===== src/rtl/bg_pkg.sv =====
// Shared background-frame constants and types. The VGA-side readers use the same addressing.
package bg_pkg;

  localparam int RESHAPE_LENGTH = 320;
  localparam int RESHAPE_HEIGHT = 240;
  localparam int NUM_PIXELS     = RESHAPE_LENGTH * RESHAPE_HEIGHT;

  typedef logic [16:0] addr_t;
  typedef logic [3:0]  pix_t;
  typedef logic [4:0]  run_t;

  // One stream byte: upper nibble is the run length minus one, lower nibble is the palette index.
  typedef struct packed {
    logic [3:0] len_m1;
    pix_t       colour;
  } rle_byte_t;

  typedef logic [2:0] wr_state_t;
  localparam wr_state_t ST_IDLE  = 3'd0;
  localparam wr_state_t ST_FETCH = 3'd1;
  localparam wr_state_t ST_RUN   = 3'd2;
  localparam wr_state_t ST_FILL  = 3'd3;
  localparam wr_state_t ST_DONE  = 3'd4;

endpackage


===== src/rtl/bg_rle_unpack.sv =====
// Colour and pixels-left register pair, loaded from a stream byte or a fill colour.
// Loads take effect on the next edge. There is no backpressure: the caller decides when to load or decrement.
module bg_rle_unpack (
  input  logic       Clk,
  input  logic       Reset_n,
  input  logic       ld_byte,
  input  logic [7:0] byte_dat,
  input  logic       ld_fill,
  input  logic [3:0] fill_color,
  input  logic       dec,
  output logic [3:0] colour,
  output logic [4:0] remaining
);
  import bg_pkg::*;

  rle_byte_t rle;
  assign rle = rle_byte_t'(byte_dat);

  always_ff @(posedge Clk or negedge Reset_n) begin
    if (!Reset_n) begin
      colour    <= '0;
      remaining <= '0;
    end else if (ld_fill) begin
      colour <= fill_color;
    end else if (ld_byte) begin
      colour    <= rle.colour;
      remaining <= run_t'(rle.len_m1) + 5'd1;
    end else if (dec) begin
      remaining <= remaining - 5'd1;
    end
  end

endmodule


===== src/rtl/bg_ram_writer.sv =====
// RLE or solid-fill writer for the background RAM. It writes one pixel per cycle at x + y*RESHAPE_LENGTH.
// A byte accepted in cycle N is written in cycles N+1..N+L. in_ready is high only while waiting for the next byte.
module bg_ram_writer #(
  parameter int RESHAPE_LENGTH = bg_pkg::RESHAPE_LENGTH,
  parameter int RESHAPE_HEIGHT = bg_pkg::RESHAPE_HEIGHT
) (
  input  logic        Clk,
  input  logic        Reset_n,
  input  logic        load_start,
  input  logic        fill_start,
  input  logic [3:0]  fill_color,
  input  logic        in_valid,
  input  logic [7:0]  in_data,
  output logic        in_ready,
  output logic        wr_en,
  output logic [16:0] wr_addr,
  output logic [3:0]  wr_data,
  output logic        busy,
  output logic        done,
  output logic        overrun
);
  import bg_pkg::*;

  localparam addr_t LAST_ADDR = addr_t'(RESHAPE_LENGTH * RESHAPE_HEIGHT - 1);

  wr_state_t state;
  addr_t     addr;
  addr_t     wr_addr_q;
  logic      wr_en_q;
  logic      overrun_q;
  pix_t      colour;
  run_t      remaining;
  logic      hs;
  logic      at_last;

  assign in_ready = (state == ST_FETCH);
  assign busy     = (state != ST_IDLE);
  assign done     = (state == ST_DONE);
  assign hs       = in_valid & in_ready;
  assign at_last  = (wr_addr_q == LAST_ADDR);

  assign wr_en   = wr_en_q;
  assign wr_addr = wr_addr_q;
  assign wr_data = colour;
  assign overrun = overrun_q;

  bg_rle_unpack u_unpack (
    .Clk        (Clk),
    .Reset_n    (Reset_n),
    .ld_byte    (hs),
    .byte_dat   (in_data),
    .ld_fill    ((state == ST_IDLE) && fill_start),
    .fill_color (fill_color),
    .dec        (state == ST_RUN),
    .colour     (colour),
    .remaining  (remaining)
  );

  // wr_en/wr_addr describe the write happening in the current cycle, so every state
  // transition also sets up the next cycle's write strobe.
  always_ff @(posedge Clk or negedge Reset_n) begin
    if (!Reset_n) begin
      state     <= ST_IDLE;
      addr      <= '0;
      wr_addr_q <= '0;
      wr_en_q   <= 1'b0;
      overrun_q <= 1'b0;
    end else begin
      case (state)
        ST_IDLE: begin
          if (fill_start) begin
            state     <= ST_FILL;
            wr_en_q   <= 1'b1;
            wr_addr_q <= '0;
            overrun_q <= 1'b0;
          end else if (load_start) begin
            state     <= ST_FETCH;
            addr      <= '0;
            overrun_q <= 1'b0;
          end
        end
        ST_FETCH: begin
          if (hs) begin
            state     <= ST_RUN;
            wr_en_q   <= 1'b1;
            wr_addr_q <= addr;
          end
        end
        ST_RUN: begin
          // The frame end takes priority over the run count. Pixels beyond the last address are dropped.
          if (at_last) begin
            state   <= ST_DONE;
            wr_en_q <= 1'b0;
            if (remaining > 5'd1) overrun_q <= 1'b1;
          end else if (remaining == 5'd1) begin
            state   <= ST_FETCH;
            wr_en_q <= 1'b0;
            addr    <= wr_addr_q + 17'd1;
          end else begin
            wr_addr_q <= wr_addr_q + 17'd1;
          end
        end
        ST_FILL: begin
          if (at_last) begin
            state   <= ST_DONE;
            wr_en_q <= 1'b0;
          end else begin
            wr_addr_q <= wr_addr_q + 17'd1;
          end
        end
        ST_DONE: state <= ST_IDLE;
        default: begin
          state   <= ST_IDLE;
          wr_en_q <= 1'b0;
        end
      endcase
    end
  end

endmodule


===== config.mk =====
export PLATFORM = sky130hd
export DESIGN_NAME = bg_ram_writer
export DESIGN_NICKNAME = d
export VERILOG_FILES = /design/src/rtl/bg_pkg.sv /design/src/rtl/bg_rle_unpack.sv /design/src/rtl/bg_ram_writer.sv
export SDC_FILE = /design/constraint.sdc
export NUM_CORES = 1
export LEC_CHECK = 0
export CAP_MARGIN = 30
export CORE_MARGIN = 8
export CORE_UTILIZATION = 38
export CTS_CLUSTER_DIAMETER = 30
export DETAILED_ROUTE_END_ITERATION = 12
export DONT_BUFFER_PORTS = 1
export PLACE_DENSITY = 0.52
export SKIP_CTS_REPAIR_TIMING = 1
export SLEW_MARGIN = 20
export SYNTH_ARGS = -nofsm -noshare
export SYNTH_HDL_FRONTEND = slang
export SYNTH_HIERARCHICAL = 1
export SYNTH_SLANG_ARGS = --single-unit

===== constraint.sdc =====
create_clock -name Clk -period 3.45 [get_ports Clk]
set_input_delay 0.5175 -clock Clk [delete_from_list [all_inputs] [get_ports Clk]]
set_output_delay 0.5175 -clock Clk [all_outputs]
set_load 0.01 [all_outputs]

==> impl_results.md, run 1 <==
- Number of enable flip-flop cells after synthesis: 0
- Type of the worst setup path: register to register
- DRC violation total after the first TritonRoute iteration: ~120
- Detailed-route DRC error count: 0
- Maximum fanout count along the critical path: 16
- Final wirelength: 7230 microns
- Vias/cell: between 5 and 6
- Measured slew at the worst slew-check pin: a little under 0.9 ns
- Highest Clock Rate: about 0.37 GHz
- Effective utilization at floorplan: between 30% and 40%
- Post-route core utilization: between 40% and 50%
- Synth Warn #: 6
- GRT Resource Usage Total: approximately 15%
- Final-layout fill cell count: ~700
- Total clock sinks: 48
- Fraction of synthesis flops using an asynchronous set or reset pin: between 90% and 100%
- IO Count: 43
- Status: complete, no violations
- Instance count of the mapped netlist: 300
- Length of the first detailed-routing pass in iterations: 4
- Flip-flop and latch count after synthesis: between 40 and 50
- Total via count after detailed routing: between 2000 and 2500
- Area of the multi-input gates: between 0.001 and 0.0015 sq mm
- Arrival time of the worst setup path: 2.89 ns
- Fin crit share: just under 80%
- H-tree level count: 2
- Clock slew at the register clock pins of the worst setup and hold paths: approximately 0.09 ns
- Wire length of the first global-routing pass: ~12000 microns
- Number of diodes added for antenna fixing: 0
- Fraction of layout cells with a size suffix above 1: 6.83%
- Summed negative setup slack over all endpoints: 0 ns
- Count of input and output buffers: 0
- Seq. cell area: 0.00120 sq mm
- Dominant synthesized flop cell: sky130_fd_sc_hd__dfrtp_1
- Maximum number of pins on one net before global-route repair: ~50
- Most instantiated library cell after synthesis: sky130_fd_sc_hd__dfrtp_1
- Synthesized netlist net count: 320
- Register-to-register path setup slack: 0.71 ns
- End of the worst register-to-register path: addr[11]
- Post-synth top cells: sky130_fd_sc_hd__dfrtp_1 (48), sky130_fd_sc_hd__o21ai_0 (46), sky130_fd_sc_hd__nand2_1 (28)
- Post-detail-place hpwl: about 4800 microns
- Worst min-delay path category: primary input to asynchronous set/reset pin
- Worst-case vdd ir drop: 247 uV
- Share of synthesized area occupied by flip-flops and latches: between 40 and 50%
- CTS tree: done
- Total grt overflow: 0
- Element type at the critical path end: register
- Post-DR wirelength/cell: 18.4 microns
- Clock root cell: sky130_fd_sc_hd__clkbuf_8
- Cell Rows: 31
- Reg2reg path depth: 6
- Number of global-route vias before repair: 2136
- Total core area: approximately 0.0071 sq mm
- Antenna violations before repair: 0
- Residual antenna-violating net count after detailed routing: 0
- Deepest clock path buffer count: 2
- Dominant cells by area after synthesis: sky130_fd_sc_hd__dfrtp_1 (44%), sky130_fd_sc_hd__o21ai_0 (8.4%), sky130_fd_sc_hd__nand2_1 (3.9%), sky130_fd_sc_hd__xnor2_1 (3.5%), sky130_fd_sc_hd__nor2_1 (2.9%)
- Fraction of synthesized cell area taken by the top area cell type: 44.1%
- Gp weighted congestion: 0.773
- Mean instance size in the synthesized netlist: 9.09 sq um
- Synth Cell Area: around 0.0027 sq mm
- Required time at the endpoint of the critical path: 3.61 ns
- FF-to-FF Start: wr_addr[0]
- Launching element type of the critical path: register
- RSZ-0062 raised after global routing: false
- Remaining max-slew budget at the tightest pin: between 40% and 50%
- Number of nets in the final layout: 312
- Pwr per Cell Area: between 700 and 800 mW/mm^2
- Maxcap violations: 0
- Area growth syn-to-layout: 7.43%
- Number of different library cells in the post-synthesis netlist: around 50
- Die Span X: 101 microns
- Die span in y: around 100 microns
- Time the final worst path needs with I/O delays and setup: between 2 and 3 ns
- Final hold vios: 0
- Count of final setup violators: 0
- Clock network latency to the later pin of the worst-skew pair: ~0.30 ns
- Max Transition Viols Final: 0
- Number of buffers created by CTS: 5
- Layout Skew: 0.00515 ns
- Cell taking the most area after synthesis: sky130_fd_sc_hd__dfrtp_1
- Leakage power of the design: 1.12 nW
- DIE AREA: around 0.010 sq mm
-- cell families (layout without fill, tap and decap cells) --
kind of cell               Yosys count  in the layout  synth area share, %
AOI/OAI and AO/OA                   98             98                 23.9
xor gates and xnor gates            17             17                 5.46
adders and majority gates            3              3                 1.38
buffers and inverters               32             25                 5.51
DFF                                 48             48                 44.1
muxes                                5              5                 1.84
and+or+nand+nor                     97             97                 17.9
-- per-layer routing --
layer	GRT usage (%)	part of all wire, %
met1	20.9	46
met2	22.0	46
met3	4.49	7.7
met4	4.19	0.94
met5	0	0
-- state kept, by name (all words and copies together), names as in the netlist --
name and cells:
wr_addr 17, u_unpack/remaining 5, wr_en 1, addr 17, u_unpack/colour 4, overrun 1, state 3
-- worst max path at each step --
| stage | startpoint | to | slack [ns] | cells past startpoint |
|---|---|---|---|---|
| CTS | wr_addr[0] | addr[11] | 0.69 | 6 |
| floorplan | state[1] | u_unpack/remaining[3] | 0.97 | 8 |
| global route | wr_addr[0] | addr[14] | 0.52 | 6 |
| finish | wr_addr[0] | addr[11] | 0.71 | 6 |
| global placement | wr_addr[0] | addr[11] | 0.76 | 6 |
| detailed placement | wr_addr[0] | addr[11] | 0.71 | 6 |
-- area by class of cell --
cell class / count / area share, %
multi-input combinational: 220 / 46.9
sequential: 48 / 41.0
tap: 99 / 4.23
clock buffer: 7 / 3.29
timing repair buffer: 5 / 1.96
inverter: 12 / 1.54
clock inverter: 1 / 1.03
-- per-stage QoR --
step	total power [mW]	hold WS, ns	instances	cell area (sq um)	worst slack [ns]
3_3_place_gp	1.78	0.224	383	2780	0.756
6_report	2.24	0.0611	392	2930	0.714
4_1_cts	2.26	-0.119	391	2900	0.695
2_1_floorplan	1.62	0.222	300	2730	0.969
3_5_place_dp	1.80	0.224	383	2780	0.707
5_1_grt	2.43	0.0629	392	2930	0.516
-- worst max-delay path, stage by stage (launching register included) --
cell,delay [ns]
sky130_fd_sc_hd__dfrtp_1,0.49
sky130_fd_sc_hd__ha_1,0.31
sky130_fd_sc_hd__nand3_2,0.19
sky130_fd_sc_hd__or3_1,0.55
sky130_fd_sc_hd__nor2_1,0.31
sky130_fd_sc_hd__or3_1,0.54
sky130_fd_sc_hd__o21ai_0,0.20
-- placed cells by master (no fill, tap or decap), types with 4 or more instances in the layout --
cell type                   Yosys  final
sky130_fd_sc_hd__o21ai_0       46     46
sky130_fd_sc_hd__o31ai_1        9      9
sky130_fd_sc_hd__xor2_1         6      6
sky130_fd_sc_hd__mux2i_1        5      5
sky130_fd_sc_hd__dfrtp_1       48     48
sky130_fd_sc_hd__xnor2_1       11     11
sky130_fd_sc_hd__clkbuf_8       0      7
sky130_fd_sc_hd__nor3_1        10     10
sky130_fd_sc_hd__a2bb2oi_1      6      6
sky130_fd_sc_hd__a32oi_1        4      4
sky130_fd_sc_hd__nor2_1        21     21
sky130_fd_sc_hd__nand3_1        9      9
sky130_fd_sc_hd__inv_1         11     11
sky130_fd_sc_hd__buf_4          1      4
sky130_fd_sc_hd__nand2_1       28     28
sky130_fd_sc_hd__nor4_1         5      5
sky130_fd_sc_hd__a21oi_1        8      8
sky130_fd_sc_hd__a22oi_1        6      6
-- power by group --
part	switching [mW]	leakage, nW	total [mW]	internal, mW
Sequential	0.394	0.573	1.21	0.818
Combinational	0.299	0.486	0.586	0.287
Clock	0.191	0.0645	0.447	0.256
Total	0.884	1.12	2.24	1.36
No activity file was read; power rests on OpenSTA's default activity.
==> run 2: changes to the inputs <==
- clock period: 3.45 -> 2.7 ns (I/O delays scaled with it)
==> impl_results.md, run 2 (synthesized netlist as in run 1, its figures left out) <==
- Status: complete, no violations
- Commonest cells after routing, fill and taps aside: sky130_fd_sc_hd__dfrtp_1 (48), sky130_fd_sc_hd__o21ai_0 (46), sky130_fd_sc_hd__nand2_1 (28), sky130_fd_sc_hd__nor2_1 (21), sky130_fd_sc_hd__buf_4 (15)
- Vias/cell: 5.53 (-4.1%)
- Share of power burned in combinational logic: 30.4% (+4.3 points)
- RSZ-0062 raised after global routing: false
- Fraction of layout cells with a size suffix above 1: 9.84% (+3.0 points)
- Total grt overflow: 0 (unchanged)
- Pwr per Cell Area: 956 mW/mm^2 (+25%)
- Number of global-route vias before repair: 2303 (+7.8%)
- DRC violation total after the first TritonRoute iteration: 133 (+9.9%)
- Deepest clock path buffer count: 2 (unchanged)
- DIE AREA: 0.0101 sq mm (unchanged)
- Portion of total power attributed to the clock network: 18.4% (-1.5 points)
- Worst-case setup margin in the final layout: 0.346 ns (-0.368 ns)
- Switch Pwr: 1.14 mW (+29%)
- Required time at the endpoint of the critical path: 2.87 ns (-0.74 ns)
- Time the final worst path needs with I/O delays and setup: 2.35 ns (-0.382 ns)
- Final-layout fill cell count: 709 (+1.7%)
- IO Count: 43 (unchanged)
- Launching element type of the critical path: register
- Final wirelength: 7220 microns (-0.14%)
- Gp weighted congestion: 0.758 (-1.8%)
- Max Transition Viols Final: 0 (unchanged)
- Clock network latency to the later pin of the worst-skew pair: 0.30 ns (about the same)
- Measured slew at the worst slew-check pin: 0.851 ns (-0.0315 ns)
- Highest Clock Rate: 0.425 GHz (+16%)
- Maximum fanout count along the critical path: 9 (-7)
- Total via count after detailed routing: 2235 (-1.2%)
- Post-Layout Inst Area: 0.00300 sq mm (+2.5%)
- Total core area: 0.00710 sq mm (unchanged)
- Placement Setup Slack: 0.334 ns (-0.373 ns)
- Element type at the critical path end: register
- Antenna violations before repair: 0 (unchanged)
- Final hold vios: 0 (unchanged)
- Number of nets in the final layout: 324 (+3.8%)
- Type of the worst setup path: register to register
- Die span in y: 101 microns (unchanged)
- Post-detailed-placement cell area: 0.00286 sq mm (+3.0%)
- GRT Resource Usage Total: 14.9% (-0.18 points)
- Number of buffers created by CTS: 5 (unchanged)
- Count of final setup violators: 0 (unchanged)
- Layout Skew: 0.00980 ns (+0.00466 ns)
- Remaining max-slew budget at the tightest pin: 43.1% (+2.1 points)
- Post-DR wirelength/cell: 17.9 microns (-3.1%)
- Clock slew at the register clock pins of the worst setup and hold paths: 0.10 ns (about the same)
- Wire length of the first global-routing pass: 12100 microns (+0.69%)
- Die Span X: 101 microns (unchanged)
- Maxcap violations: 0 (unchanged)
- Number of diodes added for antenna fixing: 0 (unchanged)
- Detailed-route DRC error count: 0 (unchanged)
- Count of input and output buffers: 0 (unchanged)
- Residual antenna-violating net count after detailed routing: 0 (unchanged)
- Fin crit share: 87.2% (+7.9 points)
- Post-route core utilization: 42.3% (+1.0 points)
- Sequential power share: 51.2% (-2.8 points)
- Summed negative setup slack over all endpoints: 0 ns (unchanged)
- Length of the first detailed-routing pass in iterations: 4 (unchanged)
- Total clock sinks: 48 (unchanged)
- Leakage power of the design: 1.17 nW (+4.3%)
- Internal Power: 1.73 mW (+27%)
- Worst min-delay path category: primary input to register
- Area growth syn-to-layout: 10.1%
- Post-detail-place hpwl: 4890 microns (+2.7%)
- Maximum number of pins on one net before global-route repair: 49 (unchanged)
- Switching share of total power: 39.7% (+0.27 points)
- Worst-case vdd ir drop: 304 uV (+23%)
- H-tree level count: 2 (unchanged)
- Cell Rows: 31 (unchanged)
- Register-to-register path setup slack: 0.35 ns (-0.37 ns)
- CTS tree: done
- Most frequent standard cell in the layout excluding fill and tap cells: sky130_fd_sc_hd__dfrtp_1
- Effective utilization at floorplan: 38.4% (unchanged)
- Arrival time of the worst setup path: 2.53 ns (-0.36 ns)
- Clock root cell: sky130_fd_sc_hd__clkbuf_8
==> run 2: changes by cell type in the layout (fill, tap and decap cells not counted), sizes merged <==
cell	before	now
buf	5	16
clkbuf	7	6
clkinv	0	1
dlygate4sd3	0	1
==> run 2: cell type report <==
class / count / area, sq um / share of cell area [%]
clock inverter: 2 / 35.0 / 1.17
clock buffer: 6 / 72.6 / 2.42
sequential: 48 / 1200 / 40.0
timing repair buffer: 17 / 150 / 5.00
tap: 99 / 124 / 4.13
multi-input combinational: 220 / 1380 / 45.8
inverter: 12 / 45.0 / 1.50
==> run 2: through the flow <==
stage | power, mW | std cells | hold slack [ns]
floorplan | 2.07 | 300 | 0.109
global placement | 2.33 | 394 | 0.111
detailed placement | 2.35 | 394 | 0.111
CTS | 2.89 | 402 | -0.229
global route | 3.11 | 404 | 0.174
finish | 2.87 | 404 | 0.185
==> run 2: power by group through the flow <==
stage | combinational (mW) | sequential (mW) | clock (mW)
2_1_floorplan | 0.696 | 1.37 | 0
3_3_place_gp | 0.842 | 1.49 | 0
3_5_place_dp | 0.860 | 1.49 | 0
4_1_cts | 0.862 | 1.48 | 0.546
5_1_grt | 1.00 | 1.53 | 0.577
6_report | 0.872 | 1.47 | 0.529
==> run 2: routing by layer <==
metal | vias to the layer above | part of all wire [%] | GRT usage, %
met3 | 5 | 7.3 | 4.35
met5 | - | 0 | 0
li1 | 1096 | - | -
met4 | 0 | 0.55 | 2.79
met1 | 1075 | 44 | 18.7
met2 | 59 | 48 | 24.7
==> run 2: worst max-delay path, cell delays in order, from the launching register on <==
cell and delay (ns):
sky130_fd_sc_hd__dfrtp_1 0.46, sky130_fd_sc_hd__ha_1 0.30, sky130_fd_sc_hd__nand3_2 0.10, sky130_fd_sc_hd__or3_1 0.50
sky130_fd_sc_hd__nor3_4 0.20, sky130_fd_sc_hd__or2_1 0.32, sky130_fd_sc_hd__buf_4 0.23, sky130_fd_sc_hd__o21ai_0 0.10
==> run 2: path summary, 6_finish.rpt <==
| path | from | to | cells past startpoint |
|---|---|---|---|
| setup / recovery | wr_addr[1] | wr_addr[12] | 7 |
| hold / removal | in_data[4] | u_unpack/remaining[0] | 1 |
| setup reg to reg | wr_addr[1] | wr_addr[12] | 7 |
| hold reg to reg | addr[11] | addr[11] | 2 |
| max in group asynchronous | Reset_n | addr[14] | 2 |
| min in group asynchronous | Reset_n | u_unpack/remaining[4] | 2 |
